## src/rtl/reg_bank_pkg.sv

```systemverilog
// Shared CPU constants for the register bank and its select logic.
// Holds default sizes, the error-counter ceiling and an index-width helper.
package reg_bank_pkg;

    localparam int DEF_WIDTH    = 32;
    localparam int DEF_NUM_REGS = 16;

    localparam logic [7:0] ERR_SAT = 8'd255;

    function automatic int idx_bits(input int n);
        return (n > 1) ? $clog2(n) : 1;
    endfunction

endpackage

```

## src/rtl/onehot_check.sv

```systemverilog
// Classifies a select vector as zero, exactly one (with its index) or multiple.
// The index is only meaningful when exactly one bit is set.
module onehot_check
    import reg_bank_pkg::*;
#(
    parameter  int N  = DEF_NUM_REGS,
    localparam int IW = idx_bits(N)
) (
    input  logic [N-1:0]  vec,
    output logic          zero,
    output logic          one,
    output logic          multi,
    output logic [IW-1:0] idx
);

    always_comb begin
        idx = '0;
        for (int i = 0; i < N; i++) begin
            if (vec[i]) begin
                idx = IW'(i);
            end
        end
    end

    // Clearing the lowest set bit leaves nothing only for a power of two
    assign zero  = (vec == '0);
    assign one   = !zero && ((vec & (vec - N'(1))) == '0);
    assign multi = !zero && !one;

endmodule

```

## src/rtl/reg_bank.sv

```systemverilog
// Bus-attached register file with one-hot read/write selects,
// base-address zero override on R0 and select-violation tracking.
module reg_bank
    import reg_bank_pkg::*;
#(
    parameter int WIDTH    = DEF_WIDTH,
    parameter int NUM_REGS = DEF_NUM_REGS
) (
    input  logic                clock,
    input  logic                clear,
    input  logic [WIDTH-1:0]    bus_in,
    input  logic [NUM_REGS-1:0] r_in,
    input  logic [NUM_REGS-1:0] r_out,
    input  logic                ba_out,
    output logic [WIDTH-1:0]    bus_out,
    output logic                bus_out_valid,
    output logic                sel_error,
    output logic [7:0]          error_count,
    input  logic [3:0]          dbg_sel,
    output logic [WIDTH-1:0]    dbg_data
);

    localparam int IW = idx_bits(NUM_REGS);

    logic [WIDTH-1:0] regs [NUM_REGS];

    logic          wr_zero, wr_one, wr_multi;
    logic          rd_zero, rd_one, rd_multi;
    logic [IW-1:0] wr_idx, rd_idx;
    logic          viol;
    logic          unused_zero;

    onehot_check #(.N(NUM_REGS)) u_wr_check (
        .vec   (r_in),
        .zero  (wr_zero),
        .one   (wr_one),
        .multi (wr_multi),
        .idx   (wr_idx)
    );

    onehot_check #(.N(NUM_REGS)) u_rd_check (
        .vec   (r_out),
        .zero  (rd_zero),
        .one   (rd_one),
        .multi (rd_multi),
        .idx   (rd_idx)
    );

    assign unused_zero = wr_zero | rd_zero;

    // A cycle with both selects bad still counts once
    assign viol = wr_multi | rd_multi;

    always_ff @(posedge clock or posedge clear) begin
        if (clear) begin
            for (int i = 0; i < NUM_REGS; i++) begin
                regs[i] <= '0;
            end
        end else if (wr_one) begin
            regs[wr_idx] <= bus_in;
        end
    end

    always_ff @(posedge clock or posedge clear) begin
        if (clear) begin
            sel_error   <= 1'b0;
            error_count <= '0;
        end else if (viol) begin
            sel_error <= 1'b1;
            if (error_count != ERR_SAT) begin
                error_count <= error_count + 8'd1;
            end
        end
    end

    always_comb begin
        bus_out       = '0;
        bus_out_valid = rd_one;
        if (!clear && rd_one && !(ba_out && rd_idx == '0)) begin
            bus_out = regs[rd_idx];
        end
    end

    always_comb begin
        dbg_data = '0;
        if (!clear && int'(dbg_sel) < NUM_REGS) begin
            dbg_data = regs[dbg_sel];
        end
    end

endmodule

```

## config.mk

```make
export PLATFORM = sky130hd
export DESIGN_NAME = reg_bank
export DESIGN_NICKNAME = d
export VERILOG_FILES = /design/src/rtl/reg_bank_pkg.sv /design/src/rtl/onehot_check.sv /design/src/rtl/reg_bank.sv
export SDC_FILE = /design/constraint.sdc
export NUM_CORES = 1
export LEC_CHECK = 0
export CELL_PAD_IN_SITES_DETAIL_PLACEMENT = 1
export CELL_PAD_IN_SITES_GLOBAL_PLACEMENT = 1
export CORE_AREA = 2 2 330 332
export CTS_CLUSTER_DIAMETER = 50
export DETAILED_ROUTE_END_ITERATION = 12
export DIE_AREA = 0 0 332 334
export GPL_TIMING_DRIVEN = 0
export PLACE_DENSITY = 0.48
export RECOVER_POWER = 50
export SYNTH_ARGS = -nofsm -noshare
export SYNTH_HDL_FRONTEND = slang
export SYNTH_SLANG_ARGS = --single-unit
```

## constraint.sdc

```tcl
create_clock -name clock -period 83.4 [get_ports clock]
set_input_delay 16.68 -clock clock [delete_from_list [all_inputs] [get_ports clock]]
set_output_delay 16.68 -clock clock [all_outputs]
set_load 0.03 [all_outputs]
```

==> impl_metrics.sql, run 1 <==
INSERT INTO impl_metrics (metric_group, metric, value, unit) VALUES
('worst_setup_path', 'crit_path_cell_trace', 'dlygate4sd3_1, inv_1, clkbuf_1, clkbuf_1, clkbuf_1, clkbuf_1, and2_1, clkdlybuf4s50_1', ''),
('logic_synthesis', 'async_reset_ff_frac', '1.00', ''),
('logic_synthesis', 'synth.ff_latch_count', '521', ''),
('power', 'vdd_ir_drop_max', '0.0124', 'mV'),
('worst_setup_path', 'cpPeakStageDelay', '2640', 'ps'),
('logic_synthesis', 'yosys.area.top_type_share', '0.454', ''),
('timing', 'maxSlewViolCount', '549', ''),
('worst_setup_path', 'worst-endpoint-arrival', '27380', 'ps'),
('worst_setup_path', 'criticalPathCategory', 'in2out', ''),
('worst_setup_path', 'crit_path_frequent_cell', 'clkbuf_1', ''),
('final_layout', 'area_growth', '21.4', '%'),
('global_routing', 'grt_max_degree', '68', ''),
('routing', 'detail-route-antenna-nets', '0', ''),
('run', 'cap_viol_max_count', '10', ''),
('worst_setup_path', 'critPathSlowestCell', 'clkbuf_1', ''),
('cts', 'cts_repair_resize_count', '0', ''),
('placement', 'globalplace.congestion', '0.824', ''),
('worst_setup_path', 'timing.critical_path.fanout_max', '67', ''),
('cts', 'clock_edge_transition_at_the_registers_on_the_reported_setup_and_hold_paths', '50', 'ps'),
('floorplan', 'fp.dieW', '332', 'um'),
('worst_setup_path', 'r2r_start', 'error_count[0]', ''),
('final_layout', 'layout.cells.most_common_list', 'dfrtp_1, mux2_2, mux4_2, clkbuf_1, clkdlybuf4s50_1', ''),
('cts', 'cts_max_path_buffers', '3', ''),
('routing', 'wl_per_cell', '31.8', 'um'),
('worst_hold_path', 'holdCritPathClass', 'reg2reg', ''),
('global_routing', 'grt_use_total', '0.220', ''),
('final_layout', 'fraction_of_layout_cells_with_a_size_suffix_above_1', '0.366', ''),
('timing', 'finalCriticalPeriod', '44060', 'ps'),
('worst_setup_path', 'rrSetupSlack', '81720', 'ps'),
('timing', 'worst_path_setup_slack_after_routing', '39340', 'ps'),
('cts', 'clk_root_buffer_cell', 'clkbuf_16', ''),
('floorplan', 'placement_rows', '121', ''),
('run_status', 'outcome', 'finished, violations left', ''),
('logic_synthesis', 'yosysUniqueCellTypes', '60', ''),
('logic_synthesis', 'synth_largest_area_cell', 'dfrtp_1', ''),
('logic_synthesis', 'synth-main-ff-cell', 'dfrtp_1', ''),
('placement', 'dp_cell_count', '3702', ''),
('logic_synthesis', 'synth_area_leaders', 'dfrtp_1, mux2_2, mux4_2, mux2_1, a221oi_1', ''),
('logic_synthesis', 'synth.avg_cell_area', '13.4', 'sq um'),
('logic_synthesis', 'seq_area_frac_synth', '0.454', ''),
('timing', 'tightestPinTransition', '3650', 'ps'),
('worst_hold_path', 'worstHoldStart', 'sel_error', ''),
('routing', 'detailroute.via_count', '21500', ''),
('logic_synthesis', 'synth_area', '28700', 'sq um'),
('worst_setup_path', 'worst_setup_path_end_kind', 'primary output', ''),
('timing', 'rsz0062_at_grt', 'false', ''),
('cts', 'tritoncts', 'done', ''),
('worst_hold_path', 'worstHoldPathCells', '1', ''),
('cts', 'cts-hold-fix-buffers', '0', ''),
('worst_hold_path', 'worstHoldEndpoint', 'sel_error', ''),
('run_status', 'violations_in_the_final_reports', 'capacitance limit, slew limit', ''),
('timing', 'final.setup.tns', '0', 'ps'),
('logic_synthesis', 'ys.warnings.count', '0', ''),
('global_routing', 'number_of_global_route_vias_before_repair', '23200', ''),
('global_routing', 'grt_first_pass_wirelength', '177', 'mm'),
('worst_setup_path', 'startpoint_type', 'input pin', ''),
('global_routing', 'number_of_antenna_violations_at_the_first_check_in_global_routing', '7', ''),
('logic_synthesis', 'synth_edf_count', '0', ''),
('cts', 'cts.sinks', '521', ''),
('routing', 'detailedRoute.firstIterationViolations', '1486', ''),
('placement', 'pre_cts_ws', '44800', 'ps'),
('floorplan', 'floorplan.io_pins', '145', ''),
('logic_synthesis', 'synth_nets', '2211', ''),
('floorplan', 'floorplan.die.height', '334', 'um'),
('floorplan', 'start_util', '0.266', ''),
('global_routing', 'global_route.overflow_total', '0', ''),
('routing', 'detail_route.vias_per_cell', '5.57', ''),
('timing', 'report.final.setup_viol', '0', ''),
('floorplan', 'fp.dieArea', '111000', 'sq um'),
('timing', 'timing.final.crit_share', '0.528', ''),
('placement', 'portBuffers', '140', '');
-- worst max-delay path: cells and delay by family --
| family | cells | cell delay (ps) |
|---|---|---|
| buffers and inverters | 7 | 10220 |
| and+or+nand+nor | 1 | 370 |
-- cell usage after synthesis (3+ instances only) --
library cell  number
mux2_2           465
and2_1            32
buf_2             45
mux2_1            82
nand3_1           46
nand2b_1           9
a21oi_1           41
o21a_1            32
mux2i_1            3
nor4_2             3
nand4_1            3
nor2_1            30
a31oi_1            6
nor4_1             4
clkbuf_1         131
buf_1             34
a31o_2            31
o22ai_1            5
o32ai_1           31
dfrtp_1          521
nor3_2             9
inv_1             10
o31a_1             5
buf_4              3
mux4_2           191
nand2_1           79
a221oi_1          62
nor3_1            10
o31ai_1            4
and3_1            67
o21ai_0           39
or3_1              6
a211oi_1          64
-- routing by layer --
layer | global-route usage | share of wire | vias to the layer above
met5 | 0 | 0.00037 | -
met4 | 0.0826 | 0.037 | 8
met3 | 0.0546 | 0.069 | 232
met2 | 0.352 | 0.47 | 741
met1 | 0.288 | 0.43 | 11700
li1 | - | - | 8845
-- where the power goes --
part,leakage [uW],internal [uW],switching (uW)
Clock,0.00144,233,136
Combinational,0.00656,12.0,36.6
Sequential,0.00725,253,0.0524
Total,0.0153,498,172
-- final cells by class --
| cell class | instances | area (sq um) | area share |
|---|---|---|---|
| Sequential cell | 521 | 13000 | 0.374 |
| Timing Repair Buffer | 149 | 1440 | 0.0412 |
| Clock inverter | 41 | 505 | 0.0145 |
| Multi-Input combinational cell | 1395 | 14700 | 0.423 |
| Antenna cell | 5 | 12.5 | 0.000359 |
| Tap cell | 1414 | 1770 | 0.0508 |
| Clock buffer | 114 | 2430 | 0.0697 |
| Inverter | 10 | 37.5 | 0.00108 |
| Buffer | 213 | 871 | 0.0250 |
-- state kept, by name, indices dropped and copies added, names as in the netlist --
register,cells
error_count,8
regs,512
sel_error,1
-- cells by family (layout without fill, tap and decap cells) --
logic type	Yosys count	count (layout)	share of synthesized area
buf+inv	223	527	0.0315
fa+ha+maj	2	2	0.000784
xor+xnor	4	4	0.00122
flops	521	521	0.454
other cells	0	5	0
mux	741	741	0.365
simple gates	309	309	0.0589
compound gates	339	339	0.0880
-- how the worst max path moves through the flow --
stage	endpoint	from	cells after the start	slack, ps
floorplan	dbg_data[22]	clear	3	33330
global placement	dbg_data[22]	clear	5	24960
detailed placement	bus_out[31]	r_out[2]	12	44800
CTS	bus_out[31]	r_out[2]	12	44770
global route	dbg_data[26]	clear	8	37700
finish	dbg_data[23]	clear	8	39340
-- through the flow --
stage | hold WS (ps) | cell area (sq um) | util | power (uW)
2_1_floorplan | 467 | 28700 | - | 281
3_5_place_dp | 474 | 32100 | 0.298 | 308
6_report | 478 | 34800 | 0.323 | 670
3_3_place_gp | 473 | 31900 | 0.296 | 306
4_1_cts | 490 | 35100 | 0.325 | 680
5_1_grt | 516 | 34800 | 0.323 | 693
No activity file was read; power rests on OpenSTA's default activity.
==> inputs of run 2 (changes only) <==
- PLACE_DENSITY: 0.48 -> 0.5
- clock period: 83.4 -> 36.8 ns (I/O delays scaled with it)
==> run 2 against run 1 <==
  * Sequential share of layout area is 0.18 points lower
  * The run still ends with capacitance limit, slew limit left
  * Clock power increased by 140%
  * First-iteration DRC count increased by 10%
  * Critical path type unchanged
==> impl_metrics.sql, run 2 (synthesized netlist as in run 1, its figures left out) <==
INSERT INTO impl_metrics (metric_group, metric, value, unit) VALUES
('worst_setup_path', 'criticalPathCategory', 'in2out', ''),
('worst_setup_path', 'timing.critical_path.required', '29440', 'ps'),
('worst_setup_path', 'worst-endpoint-arrival', '18890', 'ps'),
('cts', 'htree_levels', '3', ''),
('final_layout', 'final_net_count', '2451', ''),
('global_routing', 'global_route.overflow_total', '0', ''),
('final_layout', 'number_of_fill_cells', '11500', ''),
('timing', 'maxSlewViolCount', '549', ''),
('floorplan', 'fp.dieW', '332', 'um'),
('routing', 'drc_errors', '0', ''),
('cts', 'cts_max_path_buffers', '3', ''),
('floorplan', 'floorplan.die.height', '334', 'um'),
('cts', 'numCtsBuffers', '87', ''),
('timing', 'report.final.setup_viol', '0', ''),
('floorplan', 'start_util', '0.266', ''),
('timing', 'finalCriticalPeriod', '26250', 'ps'),
('power', 'p_leak', '0.0153', 'uW'),
('cts', 'cts_repair_resize_count', '0', ''),
('power', 'p_switching', '401', 'uW'),
('power', 'seqPwrFrac', '0.369', ''),
('floorplan', 'fp.dieArea', '111000', 'sq um'),
('floorplan', 'core_region_area', '108000', 'sq um'),
('placement', 'globalplace.congestion', '0.863', ''),
('power', 'power_share_of_the_combinational_group', '0.070', ''),
('power', 'switching_share', '0.258', ''),
('final_layout', 'n_antenna_cell', '0', ''),
('cts', 'post-cts-setup-buffers', '0', ''),
('routing', 'detail_route.vias_per_cell', '5.58', ''),
('final_layout', 'layout.cells.most_common_list', 'dfrtp_1, mux2_2, mux4_2, clkbuf_1, clkdlybuf4s50_1', ''),
('global_routing', 'number_of_antenna_violations_at_the_first_check_in_global_routing', '3', ''),
('worst_setup_path', 'rrSetupSlack', '35120', 'ps'),
('global_routing', 'grt_first_pass_wirelength', '175', 'mm'),
('global_routing', 'grt_use_total', '0.217', ''),
('routing', 'detail-route-antenna-nets', '0', ''),
('timing', 'timing.final.crit_share', '0.713', ''),
('timing', 'clock.fmax', '38.1', 'MHz'),
('final_layout', 'stdcell_count', '3866', ''),
('placement', 'detailedPlacementHpwl', '82.7', 'mm'),
('final_layout', 'fraction_of_layout_cells_with_a_size_suffix_above_1', '0.367', ''),
('run', 'cap_viol_max_count', '10', ''),
('final_layout', 'reg.largest.list', 'regs x512, error_count x8, sel_error x1', ''),
('final_layout', 'finalCoreUtilization', '0.325', ''),
('floorplan', 'placement_rows', '121', ''),
('timing', 'timing.max_slew.rel_slack', '-1.43', ''),
('routing', 'detailroute.via_count', '21600', ''),
('worst_setup_path', 'critPathSlowestCell', 'clkbuf_1', ''),
('cts', 'insertion_delay', '650', 'ps'),
('timing', 'timing.final.hold_violations', '0', ''),
('timing', 'rsz0062_at_grt', 'false', ''),
('final_layout', 'layout_commonest_cell', 'dfrtp_1', ''),
('final_layout', 'area_growth', '21.9', '%'),
('worst_setup_path', 'critical_path.top_delay_family', 'buffers and inverters', ''),
('worst_setup_path', 'rr_endpoint', 'error_count[7]', ''),
('run_status', 'outcome', 'finished, violations left', ''),
('worst_setup_path', 'startpoint_type', 'input pin', ''),
('cts', 'cts-hold-fix-buffers', '0', ''),
('routing', 'wl_per_cell', '31.3', 'um'),
('worst_setup_path', 'rr_worst_depth', '4', ''),
('routing', 'detailedRoute.firstIterationViolations', '1636', ''),
('global_routing', 'grt_max_degree', '69', ''),
('final_layout', 'registers.top_by_ff_count', 'regs', ''),
('timing', 'clock_skew', '1.78', 'ps'),
('worst_setup_path', 'crit_buf_inv', '7', ''),
('cts', 'clock_edge_transition_at_the_registers_on_the_reported_setup_and_hold_paths', '50', 'ps'),
('floorplan', 'floorplan.io_pins', '145', ''),
('cts', 'tritoncts', 'done', ''),
('power', 'power_report.internal_total', '1150', 'uW'),
('worst_setup_path', 'cpPeakStageDelay', '2690', 'ps'),
('placement', 'dp_cell_count', '3704', ''),
('power', 'power_frac_clock', '0.561', ''),
('run_status', 'violations_in_the_final_reports', 'capacitance limit, slew limit', ''),
('worst_hold_path', 'holdCritPathClass', 'reg2reg', ''),
('power', 'power.density_cell_area', '44.4', 'nW/um^2'),
('worst_setup_path', 'crit_path_cell_trace', 'dlygate4sd3_1, inv_1, clkbuf_1, clkbuf_1, clkbuf_1, clkbuf_1, and2_1, clkdlybuf4s50_1', ''),
('worst_setup_path', 'r2r_start', 'error_count[0]', ''),
('worst_setup_path', 'worst_setup_path_end_kind', 'primary output', ''),
('worst_setup_path', 'crit_path_frequent_cell', 'clkbuf_1', ''),
('cts', 'clk_root_buffer_cell', 'clkbuf_16', ''),
('worst_hold_path', 'worstHoldStart', 'sel_error', ''),
('placement', 'portBuffers', '140', ''),
('routing', 'dr.pass1.iters', '5', ''),
('worst_setup_path', 'timing.critical_path.fanout_max', '68', ''),
('final_layout', 'regArea', '13000', 'sq um'),
('worst_hold_path', 'worstHoldPathCells', '1', ''),
('power', 'vdd_ir_drop_max', '0.0334', 'mV'),
('global_routing', 'number_of_global_route_vias_before_repair', '23300', ''),
('final_layout', 'largest_register_ffs', '512', ''),
('worst_hold_path', 'worstHoldEndpoint', 'sel_error', ''),
('timing', 'tightestPinTransition', '3640', 'ps'),
('final_layout', 'multi_input_comb_area', '14700', 'sq um'),
('cts', 'cts.sinks', '521', ''),
('routing', 'routed_wirelength', '121', 'mm');
-- run 2: power groups by stage --
| stage | clock (uW) | sequential [uW] | combinational, uW |
|---|---|---|---|
| after floorplan | 0 | 584 | 53.2 |
| after global placement | 0 | 585 | 107 |
| after detailed placement | 0 | 584 | 113 |
| after CTS | 889 | 574 | 113 |
| after global routing | 916 | 573 | 116 |
| final | 872 | 574 | 109 |
-- run 2: final cells by class --
class,instances,share of cell area
Buffer,213,0.0248
Clock buffer,110,0.0690
Clock inverter,52,0.0199
Inverter,10,0.00107
Multi-Input combinational cell,1395,0.421
Sequential cell,521,0.372
Tap cell,1414,0.0505
Timing Repair Buffer,151,0.0416
-- run 2: stage by stage --
step	TNS (ps)	setup slack (ps)	area, sq um	hold WS, ps	power, uW
floorplan	0	5370	28700	467	637
global placement	-439850	-2630	31900	462	692
detailed placement	0	16900	32200	457	696
CTS	0	16870	35300	474	1580
global route	0	8770	35000	500	1600
finish	0	10550	35000	462	1560
-- run 2: metal layers --
| layer | up-vias | track usage | part of all wire |
|---|---|---|---|
| met4 | 6 | 0.0867 | 0.039 |
| met2 | 793 | 0.351 | 0.47 |
| met5 | - | 0 | 0.00033 |
| li1 | 8828 | - | - |
| met1 | 11700 | 0.284 | 0.43 |
| met3 | 232 | 0.0455 | 0.062 |
-- run 2: worst max-delay path by stage --
stage          startpoint            to  slack (ps)  depth (start not counted)
2_1_floorplan       clear  dbg_data[22]        5370                          3
3_3_place_gp        clear  dbg_data[28]       -2630                          5
3_5_place_dp     r_out[2]   bus_out[31]       16900                         12
4_1_cts          r_out[2]   bus_out[31]       16870                         12
5_1_grt             clear  dbg_data[22]        8770                          8
6_report            clear  dbg_data[22]       10550                          8
